$ cat config.mk
export PLATFORM = sky130hd
export DESIGN_NAME = conv_layer_scheduler
export DESIGN_NICKNAME = d
export VERILOG_FILES = /design/src/rtl/conv_layer_scheduler.sv
export SDC_FILE = /design/constraint.sdc
export NUM_CORES = 1
export LEC_CHECK = 0
export BUFFER_PORTS_ARGS = -buffer_cell sky130_fd_sc_hd__buf_2
export CAP_MARGIN = 20
export CORE_ASPECT_RATIO = 0.7
export CORE_MARGIN = 3
export CORE_UTILIZATION = 35
export CTS_BUF_LIST = sky130_fd_sc_hd__clkbuf_2 sky130_fd_sc_hd__clkbuf_4 sky130_fd_sc_hd__clkbuf_8
export DETAILED_ROUTE_END_ITERATION = 6
export GPL_TIMING_DRIVEN = 0
export REMOVE_ABC_BUFFERS = 1
export SLEW_MARGIN = 25
export SYNTH_ARGS = -nofsm -noshare
export SYNTH_HDL_FRONTEND = slang
export SYNTH_SLANG_ARGS = --single-unit
$ cat constraint.sdc
create_clock -name clk -period 2.2 [get_ports clk]
set_input_delay 0.66 -clock clk [delete_from_list [all_inputs] [get_ports clk]]
set_output_delay 0.66 -clock clk [all_outputs]
set_load 0.05 [all_outputs]
$ cat src/rtl/conv_layer_scheduler.sv
// Sequences one shared conv1d engine across NUM_LAYERS layers per input sample,
// with a per-layer completion watchdog and a saturating input-overrun counter.
module conv_layer_scheduler #(
    parameter int NUM_LAYERS = 3,
    parameter int LW         = 2,
    parameter int TIMEOUT    = 64,
    parameter int TW         = 7,
    parameter int CW         = 8
) (
    input  logic                  clk,
    input  logic                  rst,
    input  logic                  in_v,
    output logic                  in_ready,
    output logic                  lsb_shift,
    output logic                  conv_rst,
    output logic [LW-1:0]         conv_layer,
    output logic                  conv_relu,
    input  logic                  conv_out_v,
    output logic [NUM_LAYERS-2:0] cache_shift,
    output logic                  out_v,
    output logic                  busy,
    output logic                  timeout_err,
    output logic [CW-1:0]         overrun_cnt
);

    typedef enum logic [2:0] {
        S_IDLE,
        S_SHIFT,
        S_START,
        S_WAIT,
        S_CACHE,
        S_DONE
    } state_t;

    state_t                state_q, state_d;
    logic [LW-1:0]         layer_q, layer_d;
    logic [TW-1:0]         wdog_q, wdog_d;
    logic                  err_q, err_d;
    logic [CW-1:0]         ovr_q, ovr_d;
    logic                  in_ready_q, in_ready_d;
    logic                  busy_q, busy_d;
    logic                  lsb_shift_q, lsb_shift_d;
    logic                  conv_rst_q, conv_rst_d;
    logic                  relu_q, relu_d;
    logic [NUM_LAYERS-2:0] cache_shift_q, cache_shift_d;
    logic                  out_v_q, out_v_d;

    always_comb begin
        state_d = state_q;
        layer_d = layer_q;
        wdog_d  = wdog_q;
        err_d   = err_q;
        ovr_d   = ovr_q;

        case (state_q)
            S_IDLE: begin
                if (in_v) begin
                    state_d = S_SHIFT;
                    layer_d = '0;
                end
            end
            S_SHIFT: state_d = S_START;
            S_START: begin
                wdog_d  = '0;
                state_d = S_WAIT;
            end
            S_WAIT: begin
                // Completion takes priority over the watchdog limit in the same cycle.
                if (conv_out_v) begin
                    state_d = (layer_q < LW'(NUM_LAYERS - 1)) ? S_CACHE : S_DONE;
                end else if (wdog_q == TW'(TIMEOUT - 1)) begin
                    state_d = S_IDLE;
                    err_d   = 1'b1;
                end else begin
                    wdog_d = wdog_q + 1'b1;
                end
            end
            S_CACHE: begin
                layer_d = layer_q + 1'b1;
                state_d = S_START;
            end
            S_DONE:  state_d = S_IDLE;
            default: state_d = S_IDLE;
        endcase

        if (in_v && (state_q != S_IDLE) && (ovr_q != '1)) begin
            ovr_d = ovr_q + 1'b1;
        end

        // Outputs are decoded from next state so they register alongside it.
        in_ready_d  = (state_d == S_IDLE);
        busy_d      = (state_d != S_IDLE);
        lsb_shift_d = (state_d == S_SHIFT);
        conv_rst_d  = (state_d == S_START);
        out_v_d     = (state_d == S_DONE);
        relu_d      = (layer_d != LW'(NUM_LAYERS - 1));
        cache_shift_d = '0;
        for (int unsigned k = 0; k < NUM_LAYERS - 1; k++) begin
            cache_shift_d[k] = (state_d == S_CACHE) && (layer_d == LW'(k));
        end
    end

    always_ff @(posedge clk) begin
        if (rst) begin
            state_q       <= S_IDLE;
            layer_q       <= '0;
            wdog_q        <= '0;
            err_q         <= 1'b0;
            ovr_q         <= '0;
            in_ready_q    <= 1'b1;
            busy_q        <= 1'b0;
            lsb_shift_q   <= 1'b0;
            conv_rst_q    <= 1'b0;
            relu_q        <= 1'b1;
            cache_shift_q <= '0;
            out_v_q       <= 1'b0;
        end else begin
            state_q       <= state_d;
            layer_q       <= layer_d;
            wdog_q        <= wdog_d;
            err_q         <= err_d;
            ovr_q         <= ovr_d;
            in_ready_q    <= in_ready_d;
            busy_q        <= busy_d;
            lsb_shift_q   <= lsb_shift_d;
            conv_rst_q    <= conv_rst_d;
            relu_q        <= relu_d;
            cache_shift_q <= cache_shift_d;
            out_v_q       <= out_v_d;
        end
    end

    assign in_ready    = in_ready_q;
    assign busy        = busy_q;
    assign lsb_shift   = lsb_shift_q;
    assign conv_rst    = conv_rst_q;
    assign conv_layer  = layer_q;
    assign conv_relu   = relu_q;
    assign cache_shift = cache_shift_q;
    assign out_v       = out_v_q;
    assign timeout_err = err_q;
    assign overrun_cnt = ovr_q;

endmodule

==> reports/metrics.yaml, run 1 <==
outcome:
  status: "complete, no violations"
yosys:
  yosys.area_share.simple: 0.235
  yosys_warnings: 0
  netlist_area_sq_mm: 0.00131
  synth_most_common_cell: "dfxtp_1"
  netlist.area_leader.share: 0.442
  yosysSeqAreaShare: 0.442
  synthArstFlopShare: 0
  yosys.area.top_type: "dfxtp_1"
  synth_cells: 150
  synthAdderAreaFrac: 0.0190
  ys_ff_latch: 29
  synth_mux_area_frac: 0.0248
  synth.avg_cell_area_sq_um: 8.76
  synthXorXnorAreaFrac: 0.0333
  synth_compound_gate_area_share: 0.203
  synth.area.top_cells: "dfxtp_1 (44%), nor2_1 (5.4%), a21oi_1 (4.2%)"
  synth_common_cells: "dfxtp_1 (29), nor2_1 (19), a21oi_1 (11)"
  ys_types: 47
  synth_top_family_by_area: "simple AND/OR/NAND/NOR gates"
  synth_top_flop_cell: "dfxtp_1"
  synth_edf_count: 0
hold_path:
  hold_path_depth: 2
  hp-class: "flop to flop"
detailed_routing:
  first_pass_iters: 4
  ant_nets: 0
  dr.first_iter.drc_count: 24
  vias: 1132
  routed_via_density: 5.12
  drt_wl_total_mm: 2.82
  drc: 0
  wl_per_cell_um: 12.8
setup_path:
  cp.required_ns: 2.40
  critPathLaunch: "wdog_q[0]$_SDFFE_PP0P_"
  crit_path_cell_trace: "ha_1 -> and3_2 -> a221o_1 -> or4_1 -> a21oi_1"
  critPathSlowestCell: "or4_1"
  cpPeakStageDelay_ns: 0.49
  critPathMaxFanout: 8
  end_kind: "flop"
  reg2reg_depth: 5
  reg2reg_from: "wdog_q[0]$_SDFFE_PP0P_"
  regToRegEndpoint: "wdog_q[5]$_SDFFE_PP0P_"
  start_kind: "flop"
  rrSetupSlack_ns: 0.30
  crit_end: "wdog_q[5]$_SDFFE_PP0P_"
  critPathKind: "flop to flop"
  crit_arrival_ns: 2.10
grt:
  grt_overflow: 0
  grt_pass1_vias: 1030
  grt_pass1_wl_mm: 4.87
  antenna_found_initial: 0
  grt_max_degree: 22
  track_usage: 0.137
power:
  leakagePower_uw: 0.000626
  pwr_density_cell_mw_per_mm2: 761
  irDropWorstVdd_v: 0.000333
placement:
  gp_congestion: 0.780
  dpl_cell_area_sq_mm: 0.00145
  dp_hpwl_mm: 2.05
  io_buffers: 22
  preCtsSetupSlack_ns: 0.249
final_layout:
  antennaDiodeCount: 0
  syn2layout_area_growth_pct: 18.3
  final_net_count: 179
  drive_gt1_frac: 0.207
  stdcell_area_sq_mm: 0.00155
die:
  dieArea_sq_mm: 0.00454
  coreArea_sq_mm: 0.00336
  io_pins: 23
  core.rowCount: 17
  die_h_um: 57.3
  fp.dieW_um: 79.2
  start_util: 0.391
sta:
  rsz0062_at_grt: "no"
  slew_violations: 0
  fmax_mhz: 527
  setup_violations: 0
  min_period_ns: 1.90
  worstMarginPinSlew_ns: 0.689
  relSlewSlack: 0.528
  fin_crit_sh: 0.863
  clock_skew_ns: 0.00482
  tns_ns: 0
  worst_slack_ns: 0.302
  hold_viol_final: 0
clocking:
  cts_resized: 0
  cts_sinks: 29
  cts_setup_buffers: 0
  htree_levels: 2
  insertion_delay_ns: 0.27
  cts_tree: "done"
  hold_buffers: 0
  clk_pin_slew_ns: 0.06
  cts-buffers-inserted: 5
  clk_path_buf_depth: 2
  cts-root-buf: "clkbuf_8"
run:
  max-cap-violations: 0
==> power by group <==
group | internal (uW) | switching (uW)
registers | 544 | 20.5
logic | 40.2 | 103
clock network | 282 | 193
==> sequential cells by signal, summed over array words and instances, names as in the netlist <==
signal       cells
wdog_q           7
in_ready         1
overrun_cnt      8
conv_relu        1
busy             1
conv_layer       2
timeout_err      1
cache_shift      2
out_v            1
lsb_shift        1
state_q          3
conv_rst         1
==> placed cells by master (no fill, tap or decap), types with 2 or more instances in the layout <==
master / instances
dfxtp_1: 29
buf_2: 22
nor2_1: 19
a21oi_1: 11
o21ai_0: 8
inv_1: 7
clkbuf_8: 7
nand2_1: 6
nand3_1: 5
nor3_1: 4
nor2b_1: 4
a211oi_1: 4
xnor2_1: 4
or3_1: 3
and2_1: 3
o31ai_1: 2
nand4_1: 2
o22ai_1: 2
nor4b_1: 2
o31a_1: 2
mux2_2: 2
ha_1: 2
==> routing by layer <==
layer / track usage / up-vias / part of all wire
met2: 0.183 / 34 / 0.40
met5: 0 / - / 0
met1: 0.198 / 509 / 0.53
li1: - / 587 / -
met3: 0.0584 / 2 / 0.072
met4: 0.0392 / 0 / 0.0035
==> kinds of logic (layout without fill, tap and decap cells) <==
| group | count (synthesis) | count (layout) |
|---|---|---|
| DFF | 29 | 29 |
| adders and majority gates | 2 | 2 |
| and+or+nand+nor | 58 | 58 |
| muxes | 3 | 3 |
| xor gates and xnor gates | 5 | 5 |
| AOI/OAI and AO/OA | 40 | 40 |
| buffers and inverters | 13 | 37 |
==> worst max-delay path: cells and delay by family, from the launching register on <==
family / cells / cell delay, ns
simple gates: 2 / 0.73
compound gates: 2 / 0.54
flops: 1 / 0.33
fa+ha+maj: 1 / 0.22
==> cell type report <==
type / count / area [sq um]
Tap cell: 47 / 58.8
Multi-Input combinational cell: 108 / 677
Timing Repair Buffer: 22 / 110
Sequential cell: 29 / 581
Inverter: 7 / 26.3
Fill cell: 359 / 1810
Clock buffer: 7 / 96.3
Clock inverter: 1 / 5.00
==> worst min path at each step <==
stage	start	end	slack, ns
6_report	timeout_err$_SDFFE_PP0P_	timeout_err$_SDFFE_PP0P_	0.47
5_1_grt	timeout_err$_SDFFE_PP0P_	timeout_err$_SDFFE_PP0P_	0.50
4_1_cts	timeout_err$_SDFFE_PP0P_	timeout_err$_SDFFE_PP0P_	0.48
3_5_place_dp	timeout_err$_SDFFE_PP0P_	timeout_err$_SDFFE_PP0P_	0.46
3_3_place_gp	timeout_err$_SDFFE_PP0P_	timeout_err$_SDFFE_PP0P_	0.46
2_1_floorplan	wdog_q[6]$_SDFFE_PP0P_	wdog_q[6]$_SDFFE_PP0P_	0.45
==> metrics by stage <==
| stage | hold WS [ns] | utilization | power, uW | instances |
|---|---|---|---|---|
| 5_1_grt | 0.498 | 0.462 | 1240 | 221 |
| 6_report | 0.470 | 0.462 | 1180 | 221 |
| 4_1_cts | 0.477 | 0.462 | 1200 | 221 |
| 3_3_place_gp | 0.457 | 0.432 | 718 | 213 |
| 2_1_floorplan | 0.454 | - | 678 | 144 |
| 3_5_place_dp | 0.460 | 0.432 | 719 | 213 |
(Power assumes the default switching activity.)
==> inputs of run 2 (changes only) <==
--- a/config.mk
+++ b/config.mk
@@ -13,6 +13,7 @@
 export CTS_BUF_LIST = sky130_fd_sc_hd__clkbuf_2 sky130_fd_sc_hd__clkbuf_4 sky130_fd_sc_hd__clkbuf_8
 export DETAILED_ROUTE_END_ITERATION = 6
 export GPL_TIMING_DRIVEN = 0
+export RECOVER_POWER = 25
 export REMOVE_ABC_BUFFERS = 1
 export SLEW_MARGIN = 25
 export SYNTH_ARGS = -nofsm -noshare
==> run 2 against run 1 <==
Register-to-register slack about the same. Clock power about the same. Non-clock buffer count unchanged. Final cell count unchanged. Final area decreased by 0.56%. Critical path type unchanged. Highest routed layer unchanged.
==> reports/metrics.yaml, run 2 (synthesis results as in run 1) <==
clocking:
  clk_pin_slew_ns: 0.06  # about the same
  cts-buffers-inserted: 5  # unchanged
  cts_sinks: 29  # unchanged
  insertion_delay_ns: 0.27  # about the same
  cts-root-buf: "clkbuf_8"  # unchanged
  cts_resized: 0  # unchanged
  hold_buffers: 0  # unchanged
  cts_setup_buffers: 0  # unchanged
  clk_path_buf_depth: 2  # unchanged
  cts_tree: "done"  # unchanged
  htree_levels: 2  # unchanged
power:
  switching_power_uw: 315  # was 316 uW
  irDropWorstVdd_v: 0.000333  # about the same
  p_comb_frac: 0.120  # was 0.121
  p_int_uw: 864  # was 867 uW
  seq_power_share: 0.479  # was 0.477
  power.share.clock: 0.401  # about the same
  leakagePower_uw: 0.000602  # was 0.000626 uW
  switching_share: 0.267  # was 0.268
  pwr_density_cell_mw_per_mm2: 763  # was 761 mW/mm^2
die:
  core.rowCount: 17  # unchanged
  dieArea_sq_mm: 0.00454  # unchanged
  coreArea_sq_mm: 0.00336  # unchanged
  fp.dieW_um: 79.2  # unchanged
  die_h_um: 57.3  # unchanged
  start_util: 0.391  # unchanged
  io_pins: 23  # unchanged
sta:
  worstMarginPinSlew_ns: 0.687  # was 0.689 ns
  slew_violations: 0  # unchanged
  min_period_ns: 1.90  # about the same
  tns_ns: 0  # unchanged
  relSlewSlack: 0.530  # was 0.528
  setup_violations: 0  # unchanged
  hold_ws_ns: 0.471  # was 0.470 ns
  clock_skew_ns: 0.00507  # was 0.00482 ns
  fin_crit_sh: 0.864  # was 0.863
  fmax_mhz: 526  # was 527 MHz
  hold_viol_final: 0  # unchanged
  rsz0062_at_grt: "no"  # unchanged
grt:
  antenna_found_initial: 0  # unchanged
  grt_pass1_wl_mm: 4.87  # unchanged
  grt_overflow: 0  # unchanged
  track_usage: 0.137  # unchanged
  grt_pass1_vias: 1030  # unchanged
  grt_max_degree: 22  # unchanged
final_layout:
  nFillCells: 361  # was 359
  final_common_cell: "dfxtp_1"  # unchanged
  final_cell_mix: "dfxtp_1 (29), nor2_1 (19), buf_2 (15)"  # was dfxtp_1 (29), buf_2 (22), nor2_1 (19)
  syn2layout_area_growth_pct: 17.6  # was 18.3%
  multi_input_area_sq_um: 677  # unchanged
  final_net_count: 179  # unchanged
  ff_latch_area_sq_um: 581  # unchanged
  largest_reg_flops: 8  # unchanged
  antennaDiodeCount: 0  # unchanged
  drive_gt1_frac: 0.167  # was 0.207
detailed_routing:
  ant_nets: 0  # unchanged
  top_layer: "met4"  # unchanged
  routed_via_density: 5.12  # unchanged
  dr.first_iter.drc_count: 23  # was 24
  drt_wl_total_mm: 2.82  # about the same
  wl_met2_mm: 1.11  # was 1.12 mm
  wl_met1_mm: 1.51  # was 1.49 mm
  first_pass_iters: 4  # unchanged
  wl_per_cell_um: 12.8  # about the same
  met3_length_um: 181  # was 204 um
  vias: 1132  # unchanged
  drc: 0  # unchanged
setup_path:
  critPathMaxFanout: 8  # unchanged
  start_kind: "flop"  # unchanged
  end_kind: "flop"  # unchanged
  crit_arrival_ns: 2.10  # about the same
  critPathKind: "flop to flop"  # unchanged
  cp.required_ns: 2.40  # about the same
placement:
  gp_congestion: 0.780  # unchanged
  io_buffers: 22  # unchanged
  dp_hpwl_mm: 2.05  # unchanged
outcome:
  status: "complete, no violations"  # unchanged
run:
  max-cap-violations: 0  # unchanged
hold_path:
  hp-class: "flop to flop"  # unchanged
==> run 2: worst max-delay path, cell delays in order (launching register included) <==
cell     delay, ns
dfxtp_1       0.33
ha_1          0.22
and3_2        0.25
a221o_1       0.40
or4_1         0.49
a21oi_1       0.14
==> run 2: final cells by class <==
type	instances	share of cell area
clock buffer	7	0.0623
tap	47	0.0381
multi-input combinational	108	0.438
clock inverter	1	0.00324
sequential	29	0.376
inverter	7	0.0170
timing repair buffer	22	0.0656
==> run 2: through the flow <==
step | cells | cell area [sq um] | utilization | worst slack [ns] | total power (uW)
final | 221 | 1550 | 0.460 | 0.300 | 1180
after global routing | 221 | 1550 | 0.460 | 0.122 | 1240
after CTS | 221 | 1550 | 0.462 | 0.310 | 1200
after detailed placement | 213 | 1450 | 0.432 | 0.249 | 719
after global placement | 213 | 1450 | 0.432 | 0.262 | 718
after floorplan | 144 | 1280 | - | 0.443 | 678
==> run 2: per-layer routing <==
layer	track usage	up-vias
li1	-	587
met1	0.198	516
met2	0.183	27
met3	0.0584	2
met4	0.0392	0
met5	0	-
==> run 2: worst paths after layout <==
kind / from / to / slack [ns] / cells past startpoint
min reg2reg: timeout_err$_SDFFE_PP0P_ / timeout_err$_SDFFE_PP0P_ / 0.47 / 2
max reg2reg: wdog_q[0]$_SDFFE_PP0P_ / wdog_q[5]$_SDFFE_PP0P_ / 0.30 / 5
max: wdog_q[0]$_SDFFE_PP0P_ / wdog_q[5]$_SDFFE_PP0P_ / 0.30 / 5
min: timeout_err$_SDFFE_PP0P_ / timeout_err$_SDFFE_PP0P_ / 0.47 / 2
==> run 2: power groups by stage <==
stage	combinational, uW	clock (uW)	sequential (uW)
2_1_floorplan	56.9	0	621
6_report	141	473	565
3_3_place_gp	143	0	575
5_1_grt	156	516	569
4_1_cts	144	490	565
3_5_place_dp	144	0	576
